$ cat src/rtl/tdm_demux.sv
// tdm_demux: time-division demultiplexer. It steers a shared word stream into per-channel registers.
// Rev 1.0: initial release.
`default_nettype none

module tdm_demux #(
  parameter int WIDTH    = 8,
  parameter int CHANNELS = 4
) (
  input  logic                      CLK,
  input  logic                      RST,
  input  logic [WIDTH-1:0]          DIN,
  input  logic                      DIN_VALID,
  input  logic                      FRAME_START,
  output logic [CHANNELS*WIDTH-1:0] CH_DATA,
  output logic [CHANNELS-1:0]       CH_STROBE,
  output logic                      FRAME_DONE,
  output logic                      LOCKED,
  output logic                      SYNC_ERR
);

  localparam int SLOT_W = (CHANNELS > 1) ? $clog2(CHANNELS) : 1;

  localparam logic [0:0]        HUNT      = 1'b0;
  localparam logic [0:0]        LOCK      = 1'b1;
  localparam logic [SLOT_W-1:0] SLOT_ZERO = '0;
  localparam logic [SLOT_W-1:0] SLOT_ONE  = SLOT_W'(1);
  localparam logic [SLOT_W-1:0] SLOT_LAST = SLOT_W'(CHANNELS - 1);

  logic [0:0]                state_q,      state_d;
  logic [SLOT_W-1:0]         slot_q,       slot_d;
  logic [CHANNELS*WIDTH-1:0] ch_data_q,    ch_data_d;
  logic [CHANNELS-1:0]       ch_strobe_q,  ch_strobe_d;
  logic                      frame_done_q, frame_done_d;
  logic                      sync_err_q,   sync_err_d;

  logic                      cap_en;
  logic [SLOT_W-1:0]         cap_idx;

  // Slot sequencing: decides which channel (if any) takes the current word.
  always_comb begin
    state_d      = state_q;
    slot_d       = slot_q;
    frame_done_d = 1'b0;
    sync_err_d   = 1'b0;
    cap_en       = 1'b0;
    cap_idx      = SLOT_ZERO;

    if (DIN_VALID) begin
      case (state_q)
        HUNT: begin
          if (FRAME_START) begin
            cap_en  = 1'b1;
            slot_d  = SLOT_ONE;
            state_d = LOCK;
          end
        end

        LOCK: begin
          if (slot_q == SLOT_ZERO) begin
            if (FRAME_START) begin
              cap_en = 1'b1;
              slot_d = SLOT_ONE;
            end else begin
              sync_err_d = 1'b1;
              slot_d     = SLOT_ZERO;
              state_d    = HUNT;
            end
          end else if (FRAME_START) begin
            // Early frame start: the truncated frame is abandoned without FRAME_DONE.
            sync_err_d = 1'b1;
            cap_en     = 1'b1;
            slot_d     = SLOT_ONE;
          end else begin
            cap_en  = 1'b1;
            cap_idx = slot_q;
            if (slot_q == SLOT_LAST) begin
              frame_done_d = 1'b1;
              slot_d       = SLOT_ZERO;
            end else begin
              slot_d = slot_q + SLOT_ONE;
            end
          end
        end

        default: begin
          state_d = HUNT;
          slot_d  = SLOT_ZERO;
        end
      endcase
    end
  end

  always_comb begin
    ch_data_d   = ch_data_q;
    ch_strobe_d = '0;
    for (int k = 0; k < CHANNELS; k++) begin
      if (cap_en && (cap_idx == SLOT_W'(k))) begin
        ch_data_d[k*WIDTH +: WIDTH] = DIN;
        ch_strobe_d[k]              = 1'b1;
      end
    end
  end

  always_ff @(posedge CLK) begin
    if (RST) begin
      state_q      <= HUNT;
      slot_q       <= SLOT_ZERO;
      ch_data_q    <= '0;
      ch_strobe_q  <= '0;
      frame_done_q <= 1'b0;
      sync_err_q   <= 1'b0;
    end else begin
      state_q      <= state_d;
      slot_q       <= slot_d;
      ch_data_q    <= ch_data_d;
      ch_strobe_q  <= ch_strobe_d;
      frame_done_q <= frame_done_d;
      sync_err_q   <= sync_err_d;
    end
  end

  assign CH_DATA    = ch_data_q;
  assign CH_STROBE  = ch_strobe_q;
  assign FRAME_DONE = frame_done_q;
  assign LOCKED     = (state_q == LOCK);
  assign SYNC_ERR   = sync_err_q;

endmodule

`default_nettype wire

$ cat config.mk
export PLATFORM = sky130hd
export DESIGN_NAME = tdm_demux
export DESIGN_NICKNAME = d
export VERILOG_FILES = /design/src/rtl/tdm_demux.sv
export SDC_FILE = /design/constraint.sdc
export NUM_CORES = 1
export LEC_CHECK = 0
export ABC_AREA = 0
export CAP_MARGIN = 0
export CORE_ASPECT_RATIO = 1.2
export CORE_MARGIN = 2
export CORE_UTILIZATION = 38
export CTS_CLUSTER_SIZE = 16
export DETAILED_ROUTE_END_ITERATION = 8
export HOLD_SLACK_MARGIN = 0.06
export PLACE_DENSITY = 0.79
export SETUP_SLACK_MARGIN = 0.15
export SYNTH_ARGS = -nofsm -noshare
export SYNTH_HDL_FRONTEND = slang
export SYNTH_SLANG_ARGS = --single-unit
export TNS_END_PERCENT = 1
$ cat constraint.sdc
create_clock -name CLK -period 3.3 [get_ports CLK]
set_clock_uncertainty 0.05 [all_clocks]
set_input_delay 0.66 -clock CLK [delete_from_list [all_inputs] [get_ports CLK]]
set_output_delay 0.66 -clock CLK [all_outputs]
set_load 0.05 [all_outputs]
### After elaboration in Yosys (flattened, before gate mapping)

Cells that the tools add are included.

* flip-flop bits (word level): 41
* bits of input ports: 12
* output and inout port bits: 39

* add/subtract/negate cells: 1
* equal/unequal tests: 5
* muxes and demuxes: 21
* bitwise logic cells: 2
* reduce and logical (&&, ||, !) cells: 9

Operator list (count)
* 2-bit 2-to-1 mux: 8
* 1-bit 2-to-1 mux: 11
* 2-bit == test (second input constant): 3
* 5-bit OR reduction: 1
* 1-bit logical AND: 4
* 2-bit logical NOT: 2
* 2-bit one-hot mux with 2 select lines: 1
* 3-bit OR reduction: 1
* 2-bit by 1-bit adder with 2-bit output (second input constant): 1
* 2-bit by 1-bit == test with 1-bit output (second input constant): 1
* 2-bit != test (second input constant): 1
* 1-bit inverter: 2
* 1-bit one-hot mux with 2 select lines: 1
* 2-bit AND reduction: 1

### Longest topological paths before layout

Gate-level depths: netlist of run 1.

* word-level depth: 7
* mapped depth: 8
* gate-level depth less buffers: 7

### Worst setup path before layout of run 1

No wires, ideal clock.

* path type: input-to-reg
* start point: input port FRAME_START
* end point: register ch_data_q[10] (netlist: CH_DATA[10])
* arrival: 1.914 ns
* data required time: 3.122 ns
* path slack: 1.208 ns
* cell stages on the path: 8
* buffers on the path: 2
* cells stage by stage: buf_6 -> inv_1 -> ha_1 -> nor3b_2 -> nor3b_1 -> buf_4 -> mux2i_1 -> nor2_1

* longest elaborated chain between the ends: 6
* elaborated cells between the ends (all ways): 10
* classes of those cells: 1 x eq/ne; 8 x mux; 1 x reduce/logical

RTL lines
* start: declaration: RTL line 13 `input logic FRAME_START,`
* 2-bit 2-to-1 mux: RTL line 68 `end else if (FRAME_START) begin`
* 2-bit 2-to-1 mux: RTL line 59 `if (slot_q == SLOT_ZERO) begin`
* 2-bit 2-to-1 mux: RTL line 49 `case (state_q)`
* 2-bit 2-to-1 mux: RTL line 48 `if (DIN_VALID) begin`
* 2-bit by 1-bit == test with 1-bit output: RTL line 97 `if (cap_en && (cap_idx == SLOT_W'(k))) begin`
* 1-bit logical AND *: RTL line 97
* end signal: assignment: RTL line 115 `ch_data_q <= ch_data_d;`
* end: declaration: RTL line 31 `logic [CHANNELS*WIDTH-1:0] ch_data_q, ch_data_d;`

Mark *: on every way between the ends. The rest lies on a longest branch, timed or not.
A chain may end at the register's enable or synchronous reset.

### Final worst setup path of run 1

* start point: input port FRAME_START
* end point: register ch_data_q[4] (netlist: CH_DATA[4])

* longest elaborated chain between the ends: 6
* elaborated cells between the ends (all ways): 10
* classes of those cells: 8 x mux; 2 x reduce/logical

RTL lines (RTL line)
* 2-bit 2-to-1 mux: 68
* 2-bit 2-to-1 mux: 59
* 2-bit 2-to-1 mux: 49
* 2-bit 2-to-1 mux: 48
* 2-bit logical NOT: 97
* 1-bit logical AND *: 97

Marks and branches as above.

==> results of run 1 <==
==> power groups by stage <==
stage	registers (mW)	logic [mW]	clock network, mW
after floorplan	0.546	0.0386	0
after global placement	0.521	0.104	0
after detailed placement	0.521	0.105	0
after CTS	0.509	0.105	0.422
after global routing	0.510	0.112	0.441
final	0.509	0.104	0.414
==> cell usage in the layout (no fill, tap or decap) <==
master,netlist,layout
clkdlybuf4s50_1,0,50
dfxtp_1,41,41
mux2i_1,22,22
nor2_1,22,22
a21oi_1,9,9
o21ai_1,7,7
or3b_1,7,7
clkbuf_8,0,6
nand2_1,5,5
o21ai_0,5,5
nor3_1,5,5
inv_1,4,4
buf_4,1,4
ha_1,3,3
nor3b_2,1,2
and2_4,2,2
nand3_1,2,2
nor3b_4,1,1
a211oi_1,1,1
nor4_1,1,1
a32o_1,1,1
nor2b_2,1,1
a21boi_2,1,1
o211ai_1,1,1
o31ai_1,1,1
o2111ai_4,1,1
nand3_2,1,1
and2_1,1,1
nor2b_1,1,1
clkbuf_1,4,1
bufinv_16,0,1
==> per-layer routing <==
| layer | vias up | part of all wire, % | track usage [%] |
|---|---|---|---|
| li1 | 648 | - | - |
| met1 | 570 | 47 | 17.7 |
| met2 | 31 | 47 | 22.7 |
| met3 | 5 | 5.4 | 4.14 |
| met4 | 0 | 0.84 | 5.80 |
| met5 | - | 0 | 0 |
==> metrics by stage <==
stage | total power, mW | utilization, % | setup WS (ns) | std cells
2_1_floorplan | 0.585 | - | 1.21 | 158
3_3_place_gp | 0.624 | 51.6 | 0.660 | 258
3_5_place_dp | 0.625 | 51.6 | 0.587 | 258
4_1_cts | 1.04 | 54.4 | 0.905 | 266
5_1_grt | 1.06 | 54.4 | 0.766 | 266
6_report | 1.03 | 54.4 | 0.907 | 266
==> cells by family after synthesis <==
family	synth area share, %
buf+inv	5.36
fa+ha+maj	2.30
flops	50.3
simple gates	17.9
mux	13.5
compound gates	10.7
==> sequential cells by signal, indices dropped and copies added (netlist names) <==
name / flops
SYNC_ERR: 1
LOCKED: 1
CH_DATA: 32
CH_STROBE: 4
FRAME_DONE: 1
slot_q: 2
==> synth_stat cells, types with 2 or more instances <==
master and number:
nand2_1 5, o21ai_1 7, nor2_1 22, nand3_1 2, o21ai_0 5, or3b_1 7
ha_1 3, buf_6 4, inv_1 4, mux2i_1 22, nor3_1 5, clkbuf_1 4
a21oi_1 9, dfxtp_1 41, and2_4 2
==> worst min-delay path: cells and delay by family (launching register included) <==
kind	cells	cell delay, ns
flops	1	0.31
compound gates	2	0.12
==> final timing paths <==
| path | end | depth (start not counted) | slack, ns |
|---|---|---|---|
| setup / recovery | CH_DATA[4] | 8 | 0.91 |
| hold / removal | CH_DATA[0] | 2 | 0.43 |
| hold reg to reg | CH_DATA[0] | 2 | 0.43 |
| setup reg to reg | CH_DATA[4] | 8 | 1.03 |
==> layout make-up <==
cell class	instances	share of cell area [%]
clock buffers	7	3.78
clock inverters	1	1.32
inverters	4	0.658
multi-input cells	103	32.0
flip-flops and latches	41	36.0
well taps	56	3.07
repair buffers	54	23.2
==> run metrics, run 1 <==
status completed; initial antenna violation count 0; CP max-delay cell clkdlybuf4s50_1; maximum VDD drop 0.367 mV; largest net degree at the start of global routing 28; post-DP HPWL 2330 µm; post-synthesis register bit count slightly above 40; CTS root buffer clkbuf_8; post-synth top area share approximately half; Highest Clock Rate roughly 0.42 GHz; Cells after Synth 158; slowest stage delay, CP 0.48 ns; initial DRC count 99; vias in the first global route around 1100; cts bufs inserted 5; DR pass1 iterations 4; final period utilization around 73%; WL/cell 12.5 µm; CTS tree yes; first-pass GRT wire length 5320 µm; DRC viols 0; Worst Setup End Kind flip-flop; vias post-DR between 1000 and 1500; Die Wd approximately 64 µm; Remaining Overflow, GRT 0; Final min period roughly 2.4 ns; Pwr Density around 450 nW/µm²; Die Y-Extent 75.8 µm; reg2reg start slot_q[0]; # port buffers 50; Buf/Inv on CP 3; Distinct cells, synth 31; Avg Inst Size Synth about 10 µm²; post-route antenna net violation count 0; share of cells above drive strength 1 9.52%; GRT Total Usage between 10% and 20%; Comb power frac 10.1%; Total Routed Length 3330 µm; register share of total power 49.6%; # rows 26; clock transition at the registers of the reported paths 0.08 ns; placed inst area around 2200 µm²; RSZ-0062 raised after global routing no; H-tree level count 2; register area 821 µm²; area grow syn2layout 39.8%; PostCTS Resize Cnt 0; nets@finish 224; Crit path required time 3.48 ns; cell area after layout about 2300 µm²; CP top delay family buffers and inverters; Area contributors post-synth dfxtp_1, mux2i_1, nor2_1; Synth Warn # 0; WHS 0.432 ns; Initial Utilization 38.9%; final max-slew violation count 0; min-delay src CH_DATA[0]; hold buffer count at cts 0; area leader, netlist dfxtp_1; Placer Congestion 0.851; clock latency on the worst-skew pair 0.29 ns; CP Cell Sequence clkdlybuf4s50_1, inv_1, ha_1, a21boi_2, o21ai_1, buf_4, or3b_1, a21oi_1; critical path type input port to flip-flop; endpoints failing hold 0; Async SR Flop Fraction 0%; crit-path max FO 12; Clock Tree Buf Depth 2; final setup fails 0; Filler Cell Count 373; sequential area share after synthesis 50.3%; Data arrival, critical path 2.57 ns; worst min-delay path class flip-flop to flip-flop; main flop type after synthesis dfxtp_1; vias per std cell 4.71; antenna fix cells 0; P_int 0.790 mW; clock share of power between 40% and 50%; die area 4840 µm²; Slew headroom between 60% and 70%; sw power 0.237 mW; Setup TNS 0 ns; Synth Cell Area 1630 µm²; Slew @ Worst Pin 0.515 ns; switching share of power 23.1%; Core ar. 4200 µm²; startpoint types input port; I/O pins 51; Maximum Capacitance Violations 0; post-CTS setup buffers 0; Pleak 0.902 nW; syn nets between 150 and 200; clk sinks 41; crit path launch FRAME_START; Post-synth EDFFs 0; multi-input logic area between 700 and 800 µm²
(Power assumes the default switching activity.)
==> run 2: changes to the inputs <==
PLACE_DENSITY = 0.82   (was 0.79)
clock period = 2 ns   (was 3.3 ns; I/O delays follow)
==> run 2 against run 1 <==
Effect of this change: power up 49%; hold slack better by 0.0014 ns; count of clock-buffer cells in the layout down 2; critical endpoint is now CH_DATA[16]; highest routed layer unchanged.
==> run metrics, run 2 (same netlist as run 1, synthesis figures left out) <==
total power 1.53 mW; P_int 1.14 mW; register area 823 µm²; Placer Congestion 0.758; first-pass GRT wire length 5750 µm; reg2reg start slot_q[1]; max FFs per register 32; crit-path max FO 2; post-route antenna net violation count 0; vias in the first global route 1236; final worst slack 0.0923 ns; clock latency on the worst-skew pair 0.29 ns; vias per std cell 4.77; slowest stage delay, CP 0.81 ns; Data arrival, critical path 1.46 ns; Slew headroom about two thirds; Initial Utilization 38.9%; cts bufs inserted 5; final period utilization 95.4%; Place WS -0.167 ns; largest net degree at the start of global routing 21; clock transition at the registers of the reported paths 0.07 ns; cell area after layout approximately 2400 µm²; Comb power frac between 10% and 20%; register share of total power between 50% and 60%; Hold EP CH_DATA[31]; M1 WL 1640 µm; WL/cell 13.5 µm; Core ar. 4200 µm²; worst min-delay path class flip-flop to flip-flop; initial antenna violation count 0; Die Wd 63.8 µm; Filler Cell Count 359; startpoint types flip-flop; H-tree level count 2; Buf/Inv on CP 1; metal3 WL 170 µm; critical path type flip-flop to primary output; vias post-DR 1326; most frequent cells in the layout clkdlybuf4s50_1, dfxtp_1, mux2i_1, nor2_1, buf_4; WHS Path Cells 2; Remaining Overflow, GRT 0; area grow syn2layout 45.9%; CP top delay family buffers and inverters; final max-slew violation count 0; nets@finish 238; Worst Setup End Kind primary output; DR pass1 iterations 4; placed inst area 2270 µm²; CTS root buffer clkbuf_8; met2 wire length 1880 µm; sw power ~0.39 mW; WHS 0.434 ns; Slew @ Worst Pin 0.512 ns; Crit path required time 1.55 ns; I/O pins 51; min-delay src CH_DATA[31]; # rows 26; DRC viols 0; Highest Clock Rate 0.524 GHz; worst-case reg-to-reg path depth 8; CTS tree yes; RSZ-0062 raised after global routing yes; Total Routed Length 3770 µm; share of cells above drive strength 1 18.0%; clk sinks roughly 40; Final min period 1.91 ns; Clock Tree Buf Depth 2; highest routed metal layer met4; # port buffers 50; CP max-delay cell clkdlybuf4s50_1; GRT Total Usage approximately 16%; Setup TNS 0 ns; Maximum Capacitance Violations 0; Pleak 0.980 nW; switching share of power 25.4%; post-DP HPWL 2660 µm; r2r endpoint CH_DATA[4]; CP Cell Sequence clkdlybuf4s50_1; die area between 4000 and 5000 µm²; endpoints failing hold 0; maximum VDD drop 0.334 mV; Die Y-Extent 75.8 µm; final setup fails 0; status completed; multi-input logic area 767 µm²; FF-to-FF setup slack 0.15 ns; antenna fix cells 0; Pwr Density 643 nW/µm²; clock share of power between 30 and 40%; Worst path depth 1; most common cell after layout, fill and taps aside clkdlybuf4s50_1; initial DRC count 15
run 2: timing repair:
item                                   CTS  global route
resized for setup                        2             7
pin swaps                                0             2
hold buffers                             0             0
buffers inserted                         0             0
setup endpoints to repair               54            69
cloned                                   0             1
endpoints found under the hold margin    0             0
run 2: worst register-to-register path, cell delays in order, from the launching register on:
cell and delay [ns]:
dfxtp_2 0.36, inv_1 0.06, ha_2 0.22, ha_4 0.19
a21boi_2 0.16, o21ai_2 0.08, buf_4 0.16, or3b_1 0.35
a21oi_1 0.15
run 2: how the worst max path moves through the flow:
stage	startpoint	end
5_1_grt	CH_DATA[28]	CH_DATA[28]
4_1_cts	CH_DATA[16]	CH_DATA[16]
3_3_place_gp	FRAME_START	CH_DATA[1]
3_5_place_dp	FRAME_START	CH_DATA[19]
2_1_floorplan	slot_q[0]	CH_DATA[10]
6_report	CH_DATA[16]	CH_DATA[16]
run 2: metal layers:
metal | vias to the layer above | track usage [%]
li1 | 679 | -
met2 | 36 | 27.4
met3 | 6 | 5.02
met1 | 605 | 17.7
met5 | - | 0
met4 | 0 | 7.97
run 2: area by class of cell:
class                      count  area share (%)
sequential                    41            34.6
multi-input combinational    104            32.2
timing repair buffer          67            26.6
tap                           56            2.94
clock buffer                   5            2.89
inverter                       4           0.630
clock inverter                 1           0.210
run 2: power by group through the flow:
stage | clock (mW) | sequential (mW) | combinational [mW]
3_3_place_gp | 0 | 0.858 | 0.188
5_1_grt | 0.543 | 0.841 | 0.213
2_1_floorplan | 0 | 0.902 | 0.0650
6_report | 0.493 | 0.840 | 0.199
3_5_place_dp | 0 | 0.859 | 0.192
4_1_cts | 0.506 | 0.840 | 0.192
run 2: per-stage QoR:
stage,utilization [%],std cells
5_1_grt,56.8,278
2_1_floorplan,-,158
3_3_place_gp,54.0,271
3_5_place_dp,54.0,271
6_report,56.8,278
4_1_cts,55.8,277
